===== src/rtl/hex_scan_pkg.sv =====
// Shared types and constants for the hex_scan digit feeder and its BCD converter.
package hex_scan_pkg;

    typedef enum logic [1:0] {
        IDLE = 2'd0,
        CONV = 2'd1,
        EMIT = 2'd2
    } state_t;

    localparam int          NDIG      = 4;
    localparam int          DIGW      = 4;
    localparam logic [15:0] BCD_MAX   = 16'd9999;
    localparam int          BCD_ITERS = 16;

    // Double-dabble correction: any BCD digit of 5 or more gets +3 before the next shift.
    function automatic logic [15:0] dabble_adjust(input logic [15:0] b);
        logic [15:0] r;
        r = b;
        for (int i = 0; i < NDIG; i++) begin
            if (b[i*DIGW +: DIGW] >= 4'd5)
                r[i*DIGW +: DIGW] = b[i*DIGW +: DIGW] + 4'd3;
        end
        return r;
    endfunction

endpackage


===== src/rtl/bin2bcd_seq.sv =====
// Sequential double-dabble converter: 16-bit binary (<= 9999) to four BCD digits.
// The start cycle performs the first shift, so done is raised 15 cycles after start.
module bin2bcd_seq
    import hex_scan_pkg::*;
(
    input  logic        clk,
    input  logic        rst,
    input  logic        start,
    input  logic [15:0] bin,
    output logic [15:0] bcd,
    output logic        done
);

    logic [15:0] sh;
    logic [3:0]  cnt;
    logic        running;

    assign done = running && (cnt == 4'd0);

    // One shift per cycle; the BCD register is already zero-adjusted on the first shift.
    always_ff @(posedge clk) begin
        if (rst) begin
            bcd     <= '0;
            sh      <= '0;
            cnt     <= '0;
            running <= 1'b0;
        end else if (start) begin
            bcd     <= {15'd0, bin[15]};
            sh      <= {bin[14:0], 1'b0};
            cnt     <= 4'(BCD_ITERS - 1);
            running <= 1'b1;
        end else if (running) begin
            if (cnt != 4'd0) begin
                {bcd, sh} <= {dabble_adjust(bcd), sh} << 1;
                cnt       <= cnt - 4'd1;
            end else begin
                running <= 1'b0;
            end
        end
    end

endmodule


===== src/rtl/hex_scan.sv =====
// Feeds a 4-digit 7-segment decoder one digit write at a time from a 16-bit word.
// Define HEX_SCAN_BCD_EN to build the decimal (BCD) display path and the ovf flag.
module hex_scan
    import hex_scan_pkg::*;
#(
    parameter int PACE = 2
) (
    input  logic        clk,
    input  logic        rst,
    input  logic        in_valid,
    output logic        in_ready,
    input  logic [15:0] in_data,
    input  logic        in_dec,
    output logic        en,
    output logic [3:0]  val,
    output logic [1:0]  dig,
    output logic        busy,
    output logic        done,
    output logic        ovf
);

    localparam int           CW     = $clog2(PACE) + 1;
    localparam logic [CW-1:0] RELOAD = CW'(PACE - 1);

    state_t        state, state_next;
    logic          transfer, dec_sel, wr, last_wr;
    logic [15:0]   data_q, wr_word;
    logic [1:0]    wr_idx, next_idx;
    logic [CW-1:0] pace_cnt;

    assign transfer = in_valid && (state == IDLE) && !rst;
    assign last_wr  = en && (dig == 2'(NDIG - 1));

`ifdef HEX_SCAN_BCD_EN
    logic        conv_done;
    logic [15:0] bcd;

    assign dec_sel = in_dec;

    bin2bcd_seq u_bcd (
        .clk   (clk),
        .rst   (rst),
        .start (transfer && in_dec),
        .bin   ((in_data > BCD_MAX) ? BCD_MAX : in_data),
        .bcd   (bcd),
        .done  (conv_done)
    );

    // Overflow reflects only the most recently accepted word.
    always_ff @(posedge clk) begin
        if (rst)
            ovf <= 1'b0;
        else if (transfer)
            ovf <= in_dec && (in_data > BCD_MAX);
    end
`else
    logic unused_dec;
    assign unused_dec = in_dec;
    assign dec_sel    = 1'b0;
    assign ovf        = 1'b0;
`endif

    always_ff @(posedge clk) begin
        if (rst)
            state <= IDLE;
        else
            state <= state_next;
    end

    // EMIT is left only once the digit-3 write is visible, so in_ready follows it by a cycle.
    always_comb begin
        state_next = state;
        case (state)
            IDLE: if (transfer) state_next = dec_sel ? CONV : EMIT;
`ifdef HEX_SCAN_BCD_EN
            CONV: if (conv_done) state_next = EMIT;
`endif
            EMIT: if (last_wr) state_next = IDLE;
            default: state_next = IDLE;
        endcase
    end

    // Digit 0 is written straight from the incoming word (hex) or the finished BCD result.
    always_comb begin
        in_ready = (state == IDLE);
        busy     = (state != IDLE);
        wr       = 1'b0;
        wr_word  = data_q;
        wr_idx   = next_idx;
        case (state)
            IDLE: begin
                if (transfer && !dec_sel) begin
                    wr      = 1'b1;
                    wr_word = in_data;
                    wr_idx  = 2'd0;
                end
            end
`ifdef HEX_SCAN_BCD_EN
            CONV: begin
                if (conv_done) begin
                    wr      = 1'b1;
                    wr_word = bcd;
                    wr_idx  = 2'd0;
                end
            end
`endif
            EMIT: begin
                if (!last_wr && (pace_cnt == '0))
                    wr = 1'b1;
            end
            default: ;
        endcase
    end

    always_ff @(posedge clk) begin
        if (rst) begin
            en       <= 1'b0;
            val      <= '0;
            dig      <= '0;
            done     <= 1'b0;
            data_q   <= '0;
            next_idx <= '0;
            pace_cnt <= '0;
        end else begin
            en   <= wr;
            done <= wr && (wr_idx == 2'(NDIG - 1));
            if (wr) begin
                val      <= wr_word[{wr_idx, 2'b00} +: DIGW];
                dig      <= wr_idx;
                next_idx <= wr_idx + 2'd1;
                pace_cnt <= RELOAD;
            end else if (pace_cnt != '0) begin
                pace_cnt <= pace_cnt - 1'b1;
            end
            if (transfer)
                data_q <= in_data;
`ifdef HEX_SCAN_BCD_EN
            else if ((state == CONV) && conv_done)
                data_q <= bcd;
`endif
        end
    end

endmodule


===== config.mk =====
export PLATFORM = sky130hd
export DESIGN_NAME = hex_scan
export DESIGN_NICKNAME = d
export VERILOG_FILES = /design/src/rtl/hex_scan_pkg.sv /design/src/rtl/bin2bcd_seq.sv /design/src/rtl/hex_scan.sv
export SDC_FILE = /design/constraint.sdc
export NUM_CORES = 1
export LEC_CHECK = 0
export ABC_AREA = 1
export BUFFER_PORTS_ARGS = -buffer_cell sky130_fd_sc_hd__clkbuf_2
export CAP_MARGIN = 40
export CORE_MARGIN = 4
export CORE_UTILIZATION = 56
export CTS_CLUSTER_SIZE = 10
export DETAILED_ROUTE_END_ITERATION = 6
export PLACE_DENSITY = 0.81
export SYNTH_ARGS = -nofsm -noshare
export SYNTH_HDL_FRONTEND = slang
export SYNTH_HIERARCHICAL = 1
export SYNTH_SLANG_ARGS = --single-unit

===== constraint.sdc =====
create_clock -name clk -period 2 [get_ports clk]
set_input_delay 0.2 -clock clk [delete_from_list [all_inputs] [get_ports clk]]
set_output_delay 0.2 -clock clk [all_outputs]
set_load 0.02 [all_outputs]

Word level (Yosys, flattened, before mapping)
Index checks and enable logic that the tools add are counted.
W data, S select, Z words.
- flip-flop bits (word level): 30
- bits of input ports: 20
- output and inout bits: 11
- word-level logic and storage cells: 43
- $add $sub $neg: 2
- eq/ne operators: 5
- shift-type cells: 1
- multiplexer cells: 12
- reductions and logical operators: 14
- operators with widths (kind ; count):
    $mux W16 ; 2
    $shiftx A16 B5 Y4 ; 1
    $mux W2 ; 4
    $eq A2 B2 Y1 const B ; 3
    $reduce_bool A2 Y1 ; 3
    $logic_and A1 B1 Y1 ; 5
    $logic_not A2 Y1 ; 2
    $mux W1 ; 4
    $pmux W2 S2 ; 1
    $add A2 B1 Y2 const B ; 1
    $logic_not A1 Y1 ; 2
    $ne A2 B1 Y1 const B ; 1
    $ne A2 B2 Y1 const B ; 1
    $pmux W1 S2 ; 1
    $reduce_and A2 Y1 ; 1
    $reduce_or A2 Y1 ; 1
    $sub A2 B1 Y2 const B ; 1

Longest topological paths before layout
- word-level depth: 7
- mapped depth: 10
- mapped depth without buffers: 9

Worst setup path after synthesis
No wires, ideal clock.
- path type: flip-flop to flip-flop
- start: register state[1]
- end: register next_idx[1]
- setup time: 0.112 ns
- arrival time: 1.246 ns
- data required time: 1.888 ns
- slack: 0.642 ns
- stages on the path, launching flop included: 8
- buffers on the path: 0
- clock period less this slack: 1.358 ns
- path through: dfxtp_1 -> inv_4 -> nand3_4 -> nand2_2 -> inv_1 -> ha_1 -> nand2_1 -> nand2_1
- cells in the longest elaborated chain, start to end: 6
- elaborated cells between the ends (all ways): 9
- classes of those cells: add/sub (1); eq/ne (1); mux (4); reduce/logical (3)
- ends and longest elaborated chain (what ; line ; source):
    from (decl) ; hex_scan.sv:25 ; state_t state, state_next;
    from (signal assigned) ; hex_scan.sv:67 ; state <= state_next;
    $logic_not A2 Y1 (*) ; -- ;
    net in_ready ; hex_scan.sv:11 ; output logic in_ready,
    $logic_and A1 B1 Y1 (2 in a row) ; hex_scan.sv:31 ; assign transfer = in_valid && (state == IDLE) && !rst;
    $mux W2 ; hex_scan.sv:92 ; if (transfer && !dec_sel) begin
    $mux W2 (*) ; hex_scan.sv:90 ; case (state)
    net wr_idx[0] ; hex_scan.sv:28 ; logic [1:0] wr_idx, next_idx;
    $add A2 B1 Y2 (*) ; hex_scan.sv:130 ; next_idx <= wr_idx + 2'd1;
    to (signal assigned) ; hex_scan.sv:130 ;
    to (decl) ; hex_scan.sv:28 ;
Mark *: on every way through the listed nets, which the timed path passes. The rest lies on a longest branch.
A chain may end at the register's enable or synchronous reset.

Final worst setup path
- start: register state[1]
- end: register next_idx[1]
- cells in the longest elaborated chain, start to end: 6
- elaborated cells between the ends (all ways): 9
- classes of those cells: add/sub (1); eq/ne (1); mux (4); reduce/logical (3)
- ends and longest elaborated chain (what ; line):
    $logic_not A2 Y1 (*) ; hex_scan.sv:31, hex_scan.sv:90
    $logic_and A1 B1 Y1 (2 in a row) ; hex_scan.sv:31
    $mux W2 ; hex_scan.sv:92
    $mux W2 (*) ; hex_scan.sv:90
    net wr_idx[0] ; hex_scan.sv:28
    $add A2 B1 Y2 (*) ; hex_scan.sv:130
Marks and branches as above.

==> results by group <==
Clocking
  – Cts hold-fix bufs: 0
  – Later-pin clock latency in the skew report: 0.33 ns
  – Post-CTS Resized: 0
  – Clock Path Buffers: 2
  – Total CTS buffers: 5
  – Clock transition at the registers of the reported paths: 0.09 ns
  – Root Driver: clkbuf_4
  – TritonCTS clock tree: built
  – Post CTS Setup Buffer Count: 0
  – H-tree depth: 2
  – CTS Sinks: 29

Setup path
  – Worst setup SP type: register
  – Worst EP required: 2.24 ns
  – Crit. End Element: register
  – Crit-path max FO: 25
  – Arr. time, crit path: 1.85 ns
  – CP Class: register to register

Finish
  – Ant. Diodes: 0
  – Util after Layout: 69.47%
  – Layout cells sized above 1: 22.33%
  – Fin nets: 236
  – Design area: 1551 µm²
  – Layout area overhead: 16.43%
  – Fillers: 182

Power
  – Net Switching: 456.1 µW
  – Sw Share: 29.86%
  – Peak VDD IR: 0.0007346 V
  – Clock share of power: 32.7%
  – Sequential Power Share: 43.9%
  – Comb pwr share: 23.4%
  – Int Power: 1072 µW
  – Power Density: 984.7 nW/µm²
  – Pleak: 0.0008275 µW

Global route
  – Vias in the first global route: 1174
  – Initial antenna violation count: 0
  – Gr ovfl total: 0
  – GRT Util Overall: 19.69%
  – Largest net degree at the start of global routing: 26
  – First-pass GRT wire length: 4.899 mm

Synthesis
  – Post-synthesis register bit count: 29
  – YS warnings: 6
  – Top cell type's share of synthesized area: 43.57%
  – Top post-synthesis cells by area: dfxtp_1 44%, nand2_1 12%, nand3_1 7.1%, inv_1 7.0%, a21oi_1 6.0%
  – Avg Cell Area, Syn: 7.203 µm²
  – Synth unique cells: 21
  – Synthesized area: 1333 µm²
  – Mapped Cells: 185
  – Synth area leader: dfxtp_1
  – Post-synthesis sequential area ratio: 43.57%
  – Syn nets: 207

Timing
  – Tightest hold margin: 0.05244 ns
  – FMAX: 622.6 MHz
  – RSZ-0062 raised after global routing: no
  – Max-slew violations: 0
  – Final worst path period need: 1.606 ns
  – # setup viols final: 0
  – Setup tns final: 0 ns
  – Fraction of the cycle the final worst path needs: 80.30%
  – Final Hold Fails: 0
  – Skew final: 0.005789 ns

Route
  – Drt pass-1 iters: 4
  – DRC: 0
  – Final ANT Viol Nets: 0
  – Via count: 1265
  – DRT iter0 DRCs: 31
  – DR WL/cell: 11.73 µm
  – Routed Wire Length: 2.851 mm
  – DR vias/cell: 5.206

Floorplanning
  – Row cnt: 17
  – Core Footprint: 2233 µm²
  – I/O Pins: 31
  – Die height: 56.78 µm
  – Initial Util: 59.66%
  – Die area: 3224 µm²
  – Die Wd: 56.78 µm

Hold path
  – HP Class: input pin to register

Placed design
  – GPL Wtd Cong: 0.7895
  – Post-DP Area: 1466 µm²
  – Dpl hpwl: 2.092 mm
  – Buffers added on ports: 28

Status
  – Status: finished, final reports clean

Flow run
  – # Max-Cap Violations: 0
## cell type report
type,instances,area (µm²),area share (%)
multi-input combinational,121,591.8,38.15
sequential,29,580.6,37.42
timing repair buffer,30,155.1,10.00
inverter,27,103.9,6.694
clock buffer,7,55.05,3.548
tap,28,35.03,2.258
clock inverter,1,30.03,1.935
## synth_stat cells, drive strengths merged
master  instances
nand2          52
dfxtp          29
inv            27
nand3          20
a21oi          16
nor2           11
o21ai           8
buf             7
nand4           6
nand3b          3
ha              2
clkbuf          1
conb            1
nor3            1
xnor2           1
## flip-flops by register name, indices dropped and copies added (netlist names)
| register | cells |
|---|---|
| pace_cnt | 2 |
| val | 4 |
| data_q | 16 |
| dig | 2 |
| state | 1 |
| done | 1 |
| next_idx | 2 |
| en | 1 |
## power groups by stage
stage	Clock, µW	Sequential [µW]	Combinational (µW)
CTS	512	671	362
global route	534	678	416
global placement	0	680	340
finish	499	670	358
detailed placement	0	685	358
floorplan	0	693	260
## placed cells by master (no fill, tap or decap)
master | Yosys | layout
nand2_2 | 8 | 8
o21ai_0 | 8 | 8
nand3_4 | 1 | 1
xnor2_1 | 1 | 1
clkbuf_8 | 0 | 1
inv_2 | 1 | 1
clkbuf_1 | 1 | 1
clkbuf_2 | 0 | 28
a21oi_1 | 16 | 16
nand3_1 | 19 | 19
clkbuf_4 | 0 | 5
inv_4 | 1 | 1
conb_1 | 1 | 1
dfxtp_1 | 29 | 29
inv_1 | 25 | 25
nand3b_1 | 3 | 3
nand2_1 | 44 | 44
bufinv_16 | 0 | 1
buf_4 | 2 | 2
nor2_1 | 11 | 11
ha_1 | 2 | 2
nor3_1 | 1 | 1
nand4_1 | 6 | 6
## per-stage QoR
stage / total power, µW / cells / setup slack, ns
after global routing: 1629 / 243 / 0.2678
after detailed placement: 1043 / 235 / 0.4126
after CTS: 1545 / 243 / 0.4028
after floorplan: 952.6 / 185 / 0.6417
final: 1528 / 243 / 0.3939
after global placement: 1020 / 235 / 0.4449
## worst max-delay path, stage by stage, from the launching register on
cell and delay, ns:
dfxtp_1 0.36, inv_4 0.12, nand3_4 0.28, nand2_2 0.29, inv_1 0.07, ha_1 0.29, nand2_1 0.06, nand2_1 0.04
## final timing paths
path | startpoint | to | slack [ns] | depth (start not counted)
max | state[1]$_SDFFE_PP0P_ | next_idx[1]$_SDFFE_PP0P_ | 0.39 | 7
min | in_data[15] | data_q[15]$_SDFF_PP0_ | 0.05 | 3
max reg2reg | state[1]$_SDFFE_PP0P_ | next_idx[1]$_SDFFE_PP0P_ | 0.39 | 7
min reg2reg | val[0]$_SDFFE_PP0P_ | val[0]$_SDFFE_PP0P_ | 0.46 | 2
## logic make-up after synthesis
logic type	share of synthesized area, %
fa+ha+maj	1.878
compound gates	9.014
other cells	0.2814
simple gates	32.58
flops	43.57
buf+inv	12.02
xor+xnor	0.6574
## layer usage
layer,share of wire [%],GRT usage [%]
met5,0,0
met4,1.9,9.272
met3,6.8,8.046
met2,50,31.19
met1,41,22.97
Power figures use the tool's default switching activity.
